File: config.mk
export PLATFORM = sky130hd
export DESIGN_NAME = spi_slave_rx
export DESIGN_NICKNAME = d
export VERILOG_FILES = /design/src/rtl/spi_pkg.sv /design/src/rtl/spi_sync.sv /design/src/rtl/spi_slave_rx.sv
export SDC_FILE = /design/constraint.sdc
export NUM_CORES = 1
export LEC_CHECK = 0
export ABC_AREA = 1
export CAP_MARGIN = 20
export CORE_MARGIN = 4
export CORE_UTILIZATION = 50
export DETAILED_ROUTE_END_ITERATION = 10
export GPL_ROUTABILITY_DRIVEN = 0
export PLACE_DENSITY = 0.73
export SYNTH_ARGS = -nofsm -noshare
export SYNTH_HDL_FRONTEND = slang
export SYNTH_SLANG_ARGS = --single-unit
File: constraint.sdc
create_clock -name clk -period 1.6 [get_ports clk]
set_input_delay 0.32 -clock clk [delete_from_list [all_inputs] [get_ports clk]]
set_output_delay 0.32 -clock clk [all_outputs]
set_load 0.01 [all_outputs]
File: src/rtl/spi_pkg.sv
// Shared SPI definitions for the spi_fsm master and the spi_slave_rx receiver.
//   spi_rx_state_t : receiver FSM states (IDLE, RECV)
//   SPI_CPOL/SPI_CPHA/SPI_MSB_FIRST : link mode, mode 0 with MSB first
package spi_pkg;

   typedef enum logic {
      IDLE = 1'b0,
      RECV = 1'b1
   } spi_rx_state_t;

   localparam bit SPI_CPOL      = 1'b0;
   localparam bit SPI_CPHA      = 1'b0;
   localparam bit SPI_MSB_FIRST = 1'b1;

endpackage

File: src/rtl/spi_sync.sv
// Input synchroniser for one asynchronous SPI pin.
//   clk, rst : system clock, synchronous active-high reset
//   din      : asynchronous pin
//   level    : synchronised level (SYNC_STAGES flops deep)
//   rise     : level went 0 -> 1 this cycle
//   fall     : level went 1 -> 0 this cycle
// RST_VAL is the pin's idle level, so reset never manufactures an edge.
module spi_sync
   import spi_pkg::*;
#(
   parameter int   SYNC_STAGES = 2,
   parameter logic RST_VAL     = 1'b0
) (
   input  logic clk,
   input  logic rst,
   input  logic din,
   output logic level,
   output logic rise,
   output logic fall
);

   logic [SYNC_STAGES-1:0] sync_p0;
   logic                   prev_p1;

   always_ff @(posedge clk) begin
      if (rst) begin
         sync_p0 <= {SYNC_STAGES{RST_VAL}};
         prev_p1 <= RST_VAL;
      end else begin
         sync_p0 <= {sync_p0[SYNC_STAGES-2:0], din};
         prev_p1 <= sync_p0[SYNC_STAGES-1];
      end
   end

   assign level = sync_p0[SYNC_STAGES-1];
   assign rise  = level & ~prev_p1;
   assign fall  = ~level & prev_p1;

endmodule

File: src/rtl/spi_slave_rx.sv
// SPI mode-0 slave receiver, MSB first.
//   clk, rst   : system clock, synchronous active-high reset
//   sclk, cs, mosi : asynchronous SPI pins (cs active low, sclk idles low)
//   rx_data    : last received word, MSB = first bit on the wire
//   rx_valid   : rx_data holds an unconsumed word
//   rx_ready   : consumer takes the word when rx_valid && rx_ready
//   busy       : receiver is inside a frame
//   overrun    : 1-clk pulse, completed word dropped (previous one unconsumed)
//   frame_err  : 1-clk pulse, cs rose with a partial word
module spi_slave_rx
   import spi_pkg::*;
#(
   parameter int DATA_W      = 8,
   parameter int SYNC_STAGES = 2
) (
   input  logic              clk,
   input  logic              rst,
   input  logic              sclk,
   input  logic              cs,
   input  logic              mosi,
   output logic [DATA_W-1:0] rx_data,
   output logic              rx_valid,
   input  logic              rx_ready,
   output logic              busy,
   output logic              overrun,
   output logic              frame_err
);

   localparam int CNT_W   = $clog2(DATA_W + 1);
   localparam int FLUSH_W = $clog2(SYNC_STAGES + 1);

   logic sclk_rise, cs_s, cs_rise, cs_fall, mosi_s;
   logic sclk_lvl_unused, sclk_fall_unused, mosi_rise_unused, mosi_fall_unused;

   spi_sync #(.SYNC_STAGES(SYNC_STAGES), .RST_VAL(1'b0)) u_sync_sclk (
      .clk(clk), .rst(rst), .din(sclk),
      .level(sclk_lvl_unused), .rise(sclk_rise), .fall(sclk_fall_unused)
   );

   spi_sync #(.SYNC_STAGES(SYNC_STAGES), .RST_VAL(1'b1)) u_sync_cs (
      .clk(clk), .rst(rst), .din(cs),
      .level(cs_s), .rise(cs_rise), .fall(cs_fall)
   );

   spi_sync #(.SYNC_STAGES(SYNC_STAGES), .RST_VAL(1'b0)) u_sync_mosi (
      .clk(clk), .rst(rst), .din(mosi),
      .level(mosi_s), .rise(mosi_rise_unused), .fall(mosi_fall_unused)
   );

   spi_rx_state_t     state, state_n;
   logic [CNT_W-1:0]  bit_cnt, bit_cnt_n;
   logic [DATA_W-1:0] shift, shift_n, shift_in;
   logic              word_done, frame_err_n;
   logic              armed;
   logic [FLUSH_W-1:0] flush_cnt;
   logic              flush_done;

   assign shift_in = {shift[DATA_W-2:0], mosi_s};

   // The cs synchroniser comes out of reset showing its reset value (high),
   // not the pin. Until that reset value has been flushed, cs_s must not arm
   // the receiver, otherwise a reset in mid-frame would rejoin that frame.
   assign flush_done = (flush_cnt == FLUSH_W'(SYNC_STAGES));

   // Sample/shift stage: next-state decode. The sclk edge is applied before
   // cs_rise so a word completed on the final edge is delivered, not flagged.
   always_comb begin
      state_n     = state;
      bit_cnt_n   = bit_cnt;
      shift_n     = shift;
      word_done   = 1'b0;
      frame_err_n = 1'b0;
      case (state)
         IDLE: begin
            if (cs_fall && armed) begin
               state_n   = RECV;
               bit_cnt_n = '0;
            end
         end
         RECV: begin
            if (sclk_rise) begin
               shift_n = shift_in;
               if (bit_cnt == CNT_W'(DATA_W - 1)) begin
                  word_done = 1'b1;
                  bit_cnt_n = '0;
               end else begin
                  bit_cnt_n = bit_cnt + CNT_W'(1);
               end
            end
            if (cs_rise) begin
               state_n = IDLE;
               if (bit_cnt_n != '0) frame_err_n = 1'b1;
               bit_cnt_n = '0;
            end
         end
         default: state_n = IDLE;
      endcase
   end

   // Register stage: FSM state, shifter, output word and handshake.
   always_ff @(posedge clk) begin
      if (rst) begin
         state     <= IDLE;
         bit_cnt   <= '0;
         shift     <= '0;
         armed     <= 1'b0;
         flush_cnt <= '0;
         rx_data   <= '0;
         rx_valid  <= 1'b0;
         overrun   <= 1'b0;
         frame_err <= 1'b0;
      end else begin
         state     <= state_n;
         bit_cnt   <= bit_cnt_n;
         shift     <= shift_n;
         frame_err <= frame_err_n;
         overrun   <= 1'b0;
         if (!flush_done) flush_cnt <= flush_cnt + FLUSH_W'(1);
         if (cs_s && flush_done) armed <= 1'b1;
         if (word_done) begin
            if (!rx_valid || rx_ready) begin
               rx_data  <= shift_in;
               rx_valid <= 1'b1;
            end else begin
               overrun <= 1'b1;
            end
         end else if (rx_valid && rx_ready) begin
            rx_valid <= 1'b0;
         end
      end
   end

   assign busy = (state == RECV);

endmodule

==> impl_metrics.env <==
export IMPL_cts_buffers=5
export IMPL_rows=18
export IMPL_synth_seq_cells=34
export IMPL_holdPathEnd="u_sync_sclk.sync_p0[1]"
export IMPL_grt_pass1_vias=1045
export IMPL_tightest_slew_ns=0.377
export IMPL_seq_area_frac_synth=0.491
export IMPL_timing_rr_start="bit_cnt[1]"
export IMPL_timing_final_crit_share=0.961
export IMPL_die_w_um=60.6
export IMPL_die_height_um=60.6
export IMPL_path_cells="clkdlybuf4s50_1"
export IMPL_synthDistinctLibCells=19
export IMPL_yosys_warnings=0
export IMPL_clk_latency_ns=0.33
export IMPL_antenna_found_initial=0
export IMPL_hold_start="u_sync_sclk.sync_p0[0]"
export IMPL_grt_pass1_wl_um=4360
export IMPL_synth_area_mm2=0.00139
export IMPL_dp_hpwl_um=1820
export IMPL_finalSetupViolCount=0
export IMPL_hold_viol=0
export IMPL_grt_total_usage=0.159
export IMPL_detail_route_wl_per_cell_um=11.3
export IMPL_design_area_mm2=0.00164
export IMPL_power_leakage_nw=0.698
export IMPL_p_per_area_mw_per_mm2=893
export IMPL_syn_avg_cell_area_um2=7.45
export IMPL_fmax_mhz=651
export IMPL_multiInputGateArea_um2=583
export IMPL_setup_tns_final_ns=0
export IMPL_reg2reg_slack_ns=0.16
export IMPL_die_area_mm2=0.00368
export IMPL_cts_sinks=34
export IMPL_period_minus_slack_ns=1.54
export IMPL_grt_start_max_net_pins=17
export IMPL_drc=0
export IMPL_fill_cells=237
export IMPL_htree_levels=2
export IMPL_ant_nets=0
export IMPL_status="completed"
export IMPL_cts_clk_slew_worst_paths_ns=0.10
export IMPL_peakVddDrop_mv=0.767
export IMPL_skew_ns=0.00942
export IMPL_cap_violations=0
export IMPL_dpl_cell_area_mm2=0.00157
export IMPL_drt_pass1_iter_count=4
export IMPL_holdPathStages=2
export IMPL_worstPathArrival_ns=1.22
export IMPL_grt_overflow=0
export IMPL_nets=216
export IMPL_drtIter0Drc=39
export IMPL_cp_end_kind="output port"
export IMPL_slew_headroom=0.748
export IMPL_cts_hold_buffers=0
export IMPL_drv_slew=0
export IMPL_seqCellArea_um2=682
export IMPL_worstReg2RegEnd="frame_err"
export IMPL_cts_setup_buffers=0
export IMPL_worst_path_max_fanout=2
export IMPL_cp_start_kind="register"
export IMPL_utilization=0.639
export IMPL_io_pins=18
export IMPL_cpMaxStageDelayCell="clkdlybuf4s50_1"
export IMPL_drive_gt1_frac=0.0865
export IMPL_route_vias_total=1204
export IMPL_vias_per_cell=5.06
export IMPL_max_stage_delay_ns=0.53
export IMPL_cp_required_ns=1.28
export IMPL_min_path_type="reg2reg"
export IMPL_cts_tree="done"
export IMPL_core_area_mm2=0.00257
export IMPL_cp_top_family="buffers and inverters"
export IMPL_syn_num_nets=194
export IMPL_worst_path_buf_inv=1
export IMPL_r2r_worst_path_cells=8
export IMPL_port_buffers=17
export IMPL_drt_wl_total_um=2680
export IMPL_area_growth_pct=18.5
export IMPL_clockBufferDepth=2
export IMPL_start_util=0.539
export IMPL_diodes=0
export IMPL_ctsRootBufferMaster="clkbuf_4"
export IMPL_syn_inst=186
export IMPL_critPathKind="reg2out"
## per-layer routing
| layer | track usage | wire [um] | vias to the layer above |
|---|---|---|---|
| met5 | 0 | 0 | - |
| met4 | 0.0464 | 35 | 0 |
| met3 | 0.0574 | 175 | 6 |
| met2 | 0.266 | 1240 | 32 |
| met1 | 0.193 | 1220 | 541 |
| li1 | - | - | 625 |
## report_power, final
group	internal, mW	switching [mW]
Clock	0.164	0.273
Sequential	0.881	0.0157
Combinational	0.0546	0.0780
Total	1.10	0.366
## through the flow
step | worst slack, ns | std cells | power, mW | hold slack [ns]
final | 0.0631 | 238 | 1.47 | 0.411
after global routing | -0.00280 | 238 | 1.54 | 0.426
after CTS | 0.0524 | 237 | 1.48 | 0.415
after detailed placement | 0.106 | 230 | 1.05 | 0.401
after global placement | 0.136 | 230 | 1.04 | 0.394
after floorplan | 0.292 | 186 | 1.01 | 0.388
## area by class of cell
class | count | area share
flip-flops and latches | 34 | 0.415
multi-input cells | 121 | 0.355
repair buffers | 20 | 0.117
inverters | 26 | 0.0595
clock buffers | 6 | 0.0252
well taps | 30 | 0.0229
clock inverters | 1 | 0.00457
## layout by cell type, fill, tap and decap left out
cell	count
o21ai_0	2
clkbuf_1	1
nor2_2	1
nand4_4	2
or2_2	2
o211ai_1	1
clkdlybuf4s50_1	17
a21oi_1	15
o21bai_1	1
buf_4	3
nor2_1	30
nand2_2	1
nor3_1	3
nor2_4	2
clkbuf_4	5
dfxtp_2	1
nand2_1	44
clkinvlp_4	1
inv_1	26
ha_1	2
dfxtp_1	33
nand3_1	15
## repair_timing
| item | in CTS | in global routing |
|---|---|---|
| hold endpoints to repair | 0 | 0 |
| resized for setup | 0 | 2 |
| endpoints found under the setup margin | 0 | 7 |
## worst max path at each step
stage | startpoint | endpoint | slack (ns) | cells after the start
after detailed placement | rx_ready | rx_data[4] | 0.11 | 6
after CTS | rx_data[7] | rx_data[7] | 0.05 | 1
after global routing | bit_cnt[1] | rx_data[2] | -0.003 | 7
final | rx_data[7] | rx_data[7] | 0.06 | 1
after global placement | rst | flush_cnt[0] | 0.14 | 4
after floorplan | bit_cnt[0] | rx_data[1] | 0.29 | 7
## Yosys cell counts
master | n | area (um^2)
nand2_2 | 1 | 6.26
a21oi_1 | 15 | 75.1
ha_1 | 2 | 25.0
buf_4 | 2 | 15.0
nor2_2 | 1 | 6.26
o211ai_1 | 1 | 7.51
or2_2 | 2 | 12.5
o21ai_0 | 2 | 10.0
nand4_4 | 1 | 21.3
nand2_1 | 44 | 165
nor3_1 | 3 | 15.0
inv_1 | 26 | 97.6
buf_6 | 2 | 22.5
o21bai_1 | 1 | 7.51
nor2_1 | 30 | 113
clkbuf_1 | 2 | 7.51
nor2_4 | 2 | 22.5
dfxtp_1 | 34 | 681
nand3_1 | 15 | 75.1
## registers in the layout (all words and copies together) (netlist names), 2 cells and up
signal and count:
flush_cnt 2, rx_data 8, u_sync_sclk.sync_p0 2, u_sync_cs.sync_p0 2
shift 7, u_sync_mosi.sync_p0 2, bit_cnt 4
## kinds of logic (layout without fill, tap and decap cells)
family	count (synthesis)	count (layout)	share of synthesized area
and+or+nand+nor	99	100	0.315
AOI/OAI and AO/OA	19	19	0.0723
DFF	34	34	0.491
adders and majority gates	2	2	0.0181
buffers and inverters	32	53	0.103
(Power assumes the default switching activity.)
